--- src/rtl/obstacle_scheduler.sv ---
// obstacle_scheduler: sequences obstacle runs during gameplay.
// Picks the next obstacle, broadcasts its select code with a one-cycle
// launch pulse, waits for that obstacle's done (guarded by a watchdog),
// inserts a fixed gap between runs, and reports round/timeout counts and win.
// Optional feature: define OBSTACLE_SCHED_RANDOM_EN to pick codes from a
// free-running 16-bit Galois LFSR instead of round-robin.
module obstacle_scheduler #(
    parameter int          NUM_OBSTACLES  = 4,
    parameter int          ROUNDS         = 8,
    parameter logic [31:0] GAP_CYCLES     = 32'd65_000_000,
    parameter logic [31:0] TIMEOUT_CYCLES = 32'd650_000_000
) (
    input  logic                     clk,
    input  logic                     rst_n,
    input  logic                     play_selected,
    input  logic                     menu_on,
    input  logic [NUM_OBSTACLES-1:0] done_bus,
    output logic [3:0]               selected,
    output logic                     launch,
    output logic                     busy,
    output logic [7:0]               round_cnt,
    output logic [7:0]               timeout_cnt,
    output logic                     game_won
);

    typedef enum logic [2:0] {
        IDLE   = 3'd0,
        GAP    = 3'd1,
        LAUNCH = 3'd2,
        RUN    = 3'd3,
        WON    = 3'd4
    } state_t;

    state_t      state;
    logic [31:0] cnt;
    logic [31:0] wd;
    logic        first;   // next pick is the first one since leaving IDLE
    logic        abort;
    logic        done_sel;
    logic [3:0]  nxt;

    assign abort    = menu_on || !play_selected;
    // only the currently selected obstacle's done bit counts
    assign done_sel = |(done_bus & (NUM_OBSTACLES'(1) << selected));

`ifdef OBSTACLE_SCHED_RANDOM_EN
    logic [15:0] lfsr;
    logic [4:0]  r5;

    // free-running right-shift Galois LFSR, taps 16,14,13,11
    always_ff @(posedge clk or negedge rst_n) begin
        if (!rst_n) lfsr <= 16'hACE1;
        else        lfsr <= {1'b0, lfsr[15:1]} ^ (lfsr[0] ? 16'hB400 : 16'h0000);
    end

    // random pick, bumped by one when it would repeat the previous code
    always_comb begin
        r5 = {1'b0, lfsr[3:0]} % 5'(NUM_OBSTACLES);
        if (!first && r5[3:0] == selected) r5 = (r5 + 5'd1) % 5'(NUM_OBSTACLES);
        nxt = r5[3:0];
    end
`else
    // round-robin pick, restarting at code 0 after IDLE
    always_comb begin
        nxt = 4'd0;
        if (!first && selected != 4'(NUM_OBSTACLES - 1)) nxt = selected + 4'd1;
    end
`endif

    // sequencer FSM with registered outputs
    always_ff @(posedge clk or negedge rst_n) begin
        if (!rst_n) begin
            state       <= IDLE;
            cnt         <= 32'd0;
            wd          <= 32'd0;
            first       <= 1'b1;
            selected    <= 4'd0;
            launch      <= 1'b0;
            busy        <= 1'b0;
            round_cnt   <= 8'd0;
            timeout_cnt <= 8'd0;
            game_won    <= 1'b0;
        end else begin
            launch <= 1'b0;
            if (state != IDLE && abort) begin
                // abort (also the normal WON exit): selected is kept
                state       <= IDLE;
                busy        <= 1'b0;
                game_won    <= 1'b0;
                cnt         <= 32'd0;
                wd          <= 32'd0;
                round_cnt   <= 8'd0;
                timeout_cnt <= 8'd0;
            end else begin
                case (state)
                    IDLE: begin
                        if (!abort) begin
                            state <= GAP;
                            busy  <= 1'b1;
                            cnt   <= 32'd0;
                            first <= 1'b1;
                        end
                    end
                    GAP: begin
                        if (cnt == GAP_CYCLES - 32'd1) begin
                            selected <= nxt;
                            first    <= 1'b0;
                            launch   <= 1'b1;
                            state    <= LAUNCH;
                        end else begin
                            cnt <= cnt + 32'd1;
                        end
                    end
                    LAUNCH: begin
                        wd    <= 32'd0;
                        state <= RUN;
                    end
                    RUN: begin
                        // done beats a watchdog expiry on the same cycle
                        if (done_sel) begin
                            round_cnt <= round_cnt + 8'd1;
                            cnt       <= 32'd0;
                            if ((round_cnt + 8'd1) == 8'(ROUNDS)) begin
                                state    <= WON;
                                game_won <= 1'b1;
                                busy     <= 1'b0;
                            end else begin
                                state <= GAP;
                            end
                        end else if (wd == TIMEOUT_CYCLES - 32'd1) begin
                            if (timeout_cnt != 8'hFF) timeout_cnt <= timeout_cnt + 8'd1;
                            cnt   <= 32'd0;
                            state <= GAP;
                        end else begin
                            wd <= wd + 32'd1;
                        end
                    end
                    WON: begin
                        game_won <= 1'b1;
                    end
                    default: begin
                        state <= IDLE;
                        busy  <= 1'b0;
                    end
                endcase
            end
        end
    end

endmodule

--- config.mk ---
export PLATFORM = sky130hd
export DESIGN_NAME = obstacle_scheduler
export DESIGN_NICKNAME = d
export VERILOG_FILES = /design/src/rtl/obstacle_scheduler.sv
export SDC_FILE = /design/constraint.sdc
export NUM_CORES = 1
export LEC_CHECK = 0
export CORE_MARGIN = 2
export CORE_UTILIZATION = 40
export DETAILED_ROUTE_END_ITERATION = 7
export GPL_TIMING_DRIVEN = 0
export PLACE_DENSITY_LB_ADDON = 0.25
export SYNTH_ARGS = -nofsm -noshare
export SYNTH_HDL_FRONTEND = slang
export SYNTH_SLANG_ARGS = --single-unit
--- constraint.sdc ---
create_clock -name clk -period 6.6 [get_ports clk]
set_input_delay 0.66 -clock clk [delete_from_list [all_inputs] [get_ports clk]]
set_output_delay 0.66 -clock clk [all_outputs]
set_load 0.1 [all_outputs]
==> summary.txt <==
Yosys
  • Async S/R FF share, synth: 1.00
  • Dominant cells by area after synthesis: dfrtp_1, nand2_1, nor2_1
  • Number of synthesized flops with an enable pin: 0
  • Cell taking the most area after synthesis: dfrtp_1
  • Synth top area share: 0.429
  • Most frequent cell after synthesis: dfrtp_1
  • Register bit total from synthesis: 91
  • Yosys warnings: 0
  • Main flop type after synthesis: dfrtp_1
  • Seq/Total Area, Yosys: 0.435
  • Post-synth cell types: 70
  • Mapped Cells: 604
  • Syn_nets: 617
  • Avg Cell Area, Syn: 8.68 um2
  • Mapped Area: 5240 um2
  • Commonest cells in the netlist: dfrtp_1, nand2_1, nor2_1

Setup path
  • Crit start category: flip-flop
  • WP data required: 6.84 ns
  • Crit end category: flip-flop
  • Worst path max stage delay: 0.86 ns
  • CP arrival: 3.46 ns
  • Cell Chain, Critical Path: clkbuf_2 -> and4_1 -> clkbuf_1 -> nand4_1 -> nor4_2 -> nor2_1 -> clkbuf_1 -> a22o_1
  • Critical-path top delay cell: nor4_2
  • CP Max Fanout: 10
  • Worst Setup Path Type: flip-flop to flip-flop
  • Cell repeated most along the worst path: clkbuf_1

Clock network
  • Htree depth: 3
  • Max Root-Sink Buffers: 2
  • CTS sink count: 91
  • Post-CTS Setup Inserts: 0
  • Clock slew at the register clock pins of the worst setup and hold paths: 0.08 ns
  • Hold Buf Count CTS: 0
  • TritonCTS buffer count: 9
  • Cell at the root of the clock tree: clkbuf_16
  • CTS-repair resized insts: 0
  • Worst-Skew Late Latency: 0.36 ns
  • CTS tree: built

Finish
  • Area growth syn-to-layout: 16.0%
  • Final core area utilization: 0.478
  • N_diodes: 0
  • Final nets: 659
  • Fin cells: 823
  • Ratio of cells with drive above 1 in the final layout: 0.0645

Drt
  • Total Wirelength: 13600 um
  • DR WL/cell: 16.5 um
  • DR pass1 iterations: 5
  • Antenna-violating nets left: 0
  • Detailed Route Iter0 Violations: 379
  • Vias after detailed routing: 4877
  • Avg Vias per Cell: 5.93
  • DRC viols: 0

Floorplan
  • Die Y: 118 um
  • Die area: 14000 um2
  • Core area: 12700 um2
  • DIE WIDTH: 118 um
  • Num ports: 31
  • Initial core utilization: 0.412
  • Rows: 41

STA
  • Worst-margin pin slew: 1.13 ns
  • Max-slew headroom: 0.242
  • Slew Limit Fails: 0
  • Setup_tns: 0 ns
  • RSZ-0062 raised after global routing: no
  • Final setup margin: 3.39 ns
  • Final period util: 0.487
  • Layout Skew: 0.0122 ns
  • Hold slack final: 0.305 ns
  • Clock period minus worst slack: 3.21 ns
  • Final hold vios: 0
  • Final setup fails: 0
  • F_max: 0.311 GHz

Global route
  • Largest net degree at the start of global routing: 49
  • Initial antenna violation count: 0
  • First-pass GRT wire length: 23100 um
  • GRT Util Overall: 0.203
  • Overflow after GRT: 0
  • Vias in the first global route: 4712

Pwr
  • PwrDens: 207 nW/um2
  • Leak: 2.36 nW
  • Max rail drop VDD: 125 uV

Placement
  • Post-DP HPWL: 9590 um
  • RD Place Congestion: 0.901
  • Dpl ws: 3.14 ns
  • Count of input and output buffers: 30
  • Placed instance count: 807

Job
  • Max-cap violations: 0

Run status
  • Run status: finished clean

Min path
  • Hold WC Path Type: input pin to asynchronous set/reset pin
==> flip-flops by register name (all words and copies together), names as in the netlist <==
name	flops
round_cnt	8
state	3
wd	32
busy	1
first	1
timeout_cnt	8
selected	4
game_won	1
launch	1
cnt	32
==> worst max-delay path, delay by kind of cell, from the launching register on <==
family	cells	cell delay, ns
AND/OR/NAND/NOR	4	1.65
AO/OA/AOI/OAI	1	0.31
flip-flops	1	0.32
buffers and inverters	3	0.82
==> stage by stage <==
step / total power, mW / area, um2
after floorplan: 0.686 / 5240
after global placement: 0.732 / 5760
after detailed placement: 0.738 / 5780
after CTS: 1.27 / 6080
after global routing: 1.31 / 6080
final: 1.26 / 6080
==> per-layer routing <==
layer | vias to the layer above | GRT usage | routed length [um]
met1 | 2381 | 0.260 | 6170
met5 | - | 0 | 0
met2 | 156 | 0.328 | 6460
met3 | 18 | 0.0550 | 746
li1 | 2322 | - | -
met4 | 0 | 0.0729 | 179
==> placed cells by master, fill, tap and decap left out, drive strengths merged, types with 4 or more instances in the layout <==
cell	instances
dfrtp	90
nand2	72
nor2	70
a31oi	34
nand3	33
o21ai	31
clkdlybuf4s50	29
clkbuf	29
a21oi	28
nand4	23
nor3	21
xnor2	18
and3	15
inv	13
nor4	12
buf	11
and2	10
xor2	8
or3	8
nor4b	6
nand2b	6
o31ai	6
a211oi	6
ha	5
or4	5
and4	4
o41ai	4
a22o	4
o311ai	4
==> worst paths after layout <==
path | slack [ns] | cells after the start | from | end
max | 3.39 | 8 | cnt[17] | cnt[1]
min | 0.30 | 1 | rst_n | round_cnt[2]
max reg2reg | 3.39 | 8 | cnt[17] | cnt[1]
min reg2reg | 0.51 | 2 | first | first
max in group asynchronous | 5.63 | 2 | rst_n | wd[17]
min in group clk | 0.51 | 2 | first | first
==> kinds of logic after synthesis <==
kind of cell	after synthesis	synth area share
xor gates and xnor gates	26	0.0434
adders and majority gates	5	0.0119
buffers and inverters	38	0.0315
AOI/OAI and AO/OA	143	0.181
and+or+nand+nor	298	0.290
muxes	3	0.00811
DFF	91	0.435
==> where the power goes <==
part	leakage (nW)	switching, mW	internal [mW]	total [mW]
sequential	1.26	0.0199	0.573	0.593
clock	0.140	0.235	0.298	0.533
combinational	0.957	0.0924	0.0410	0.133
total	2.36	0.347	0.912	1.26
==> area by class of cell <==
type | count | area [um2]
fill | 1244 | 6640
multi-input combinational | 475 | 2800
sequential | 91 | 2280
timing repair buffer | 31 | 325
clock buffer | 10 | 229
tap | 172 | 215
buffer | 28 | 128
clock inverter | 6 | 71.3
inverter | 10 | 37.5
(Power assumes the default switching activity.)
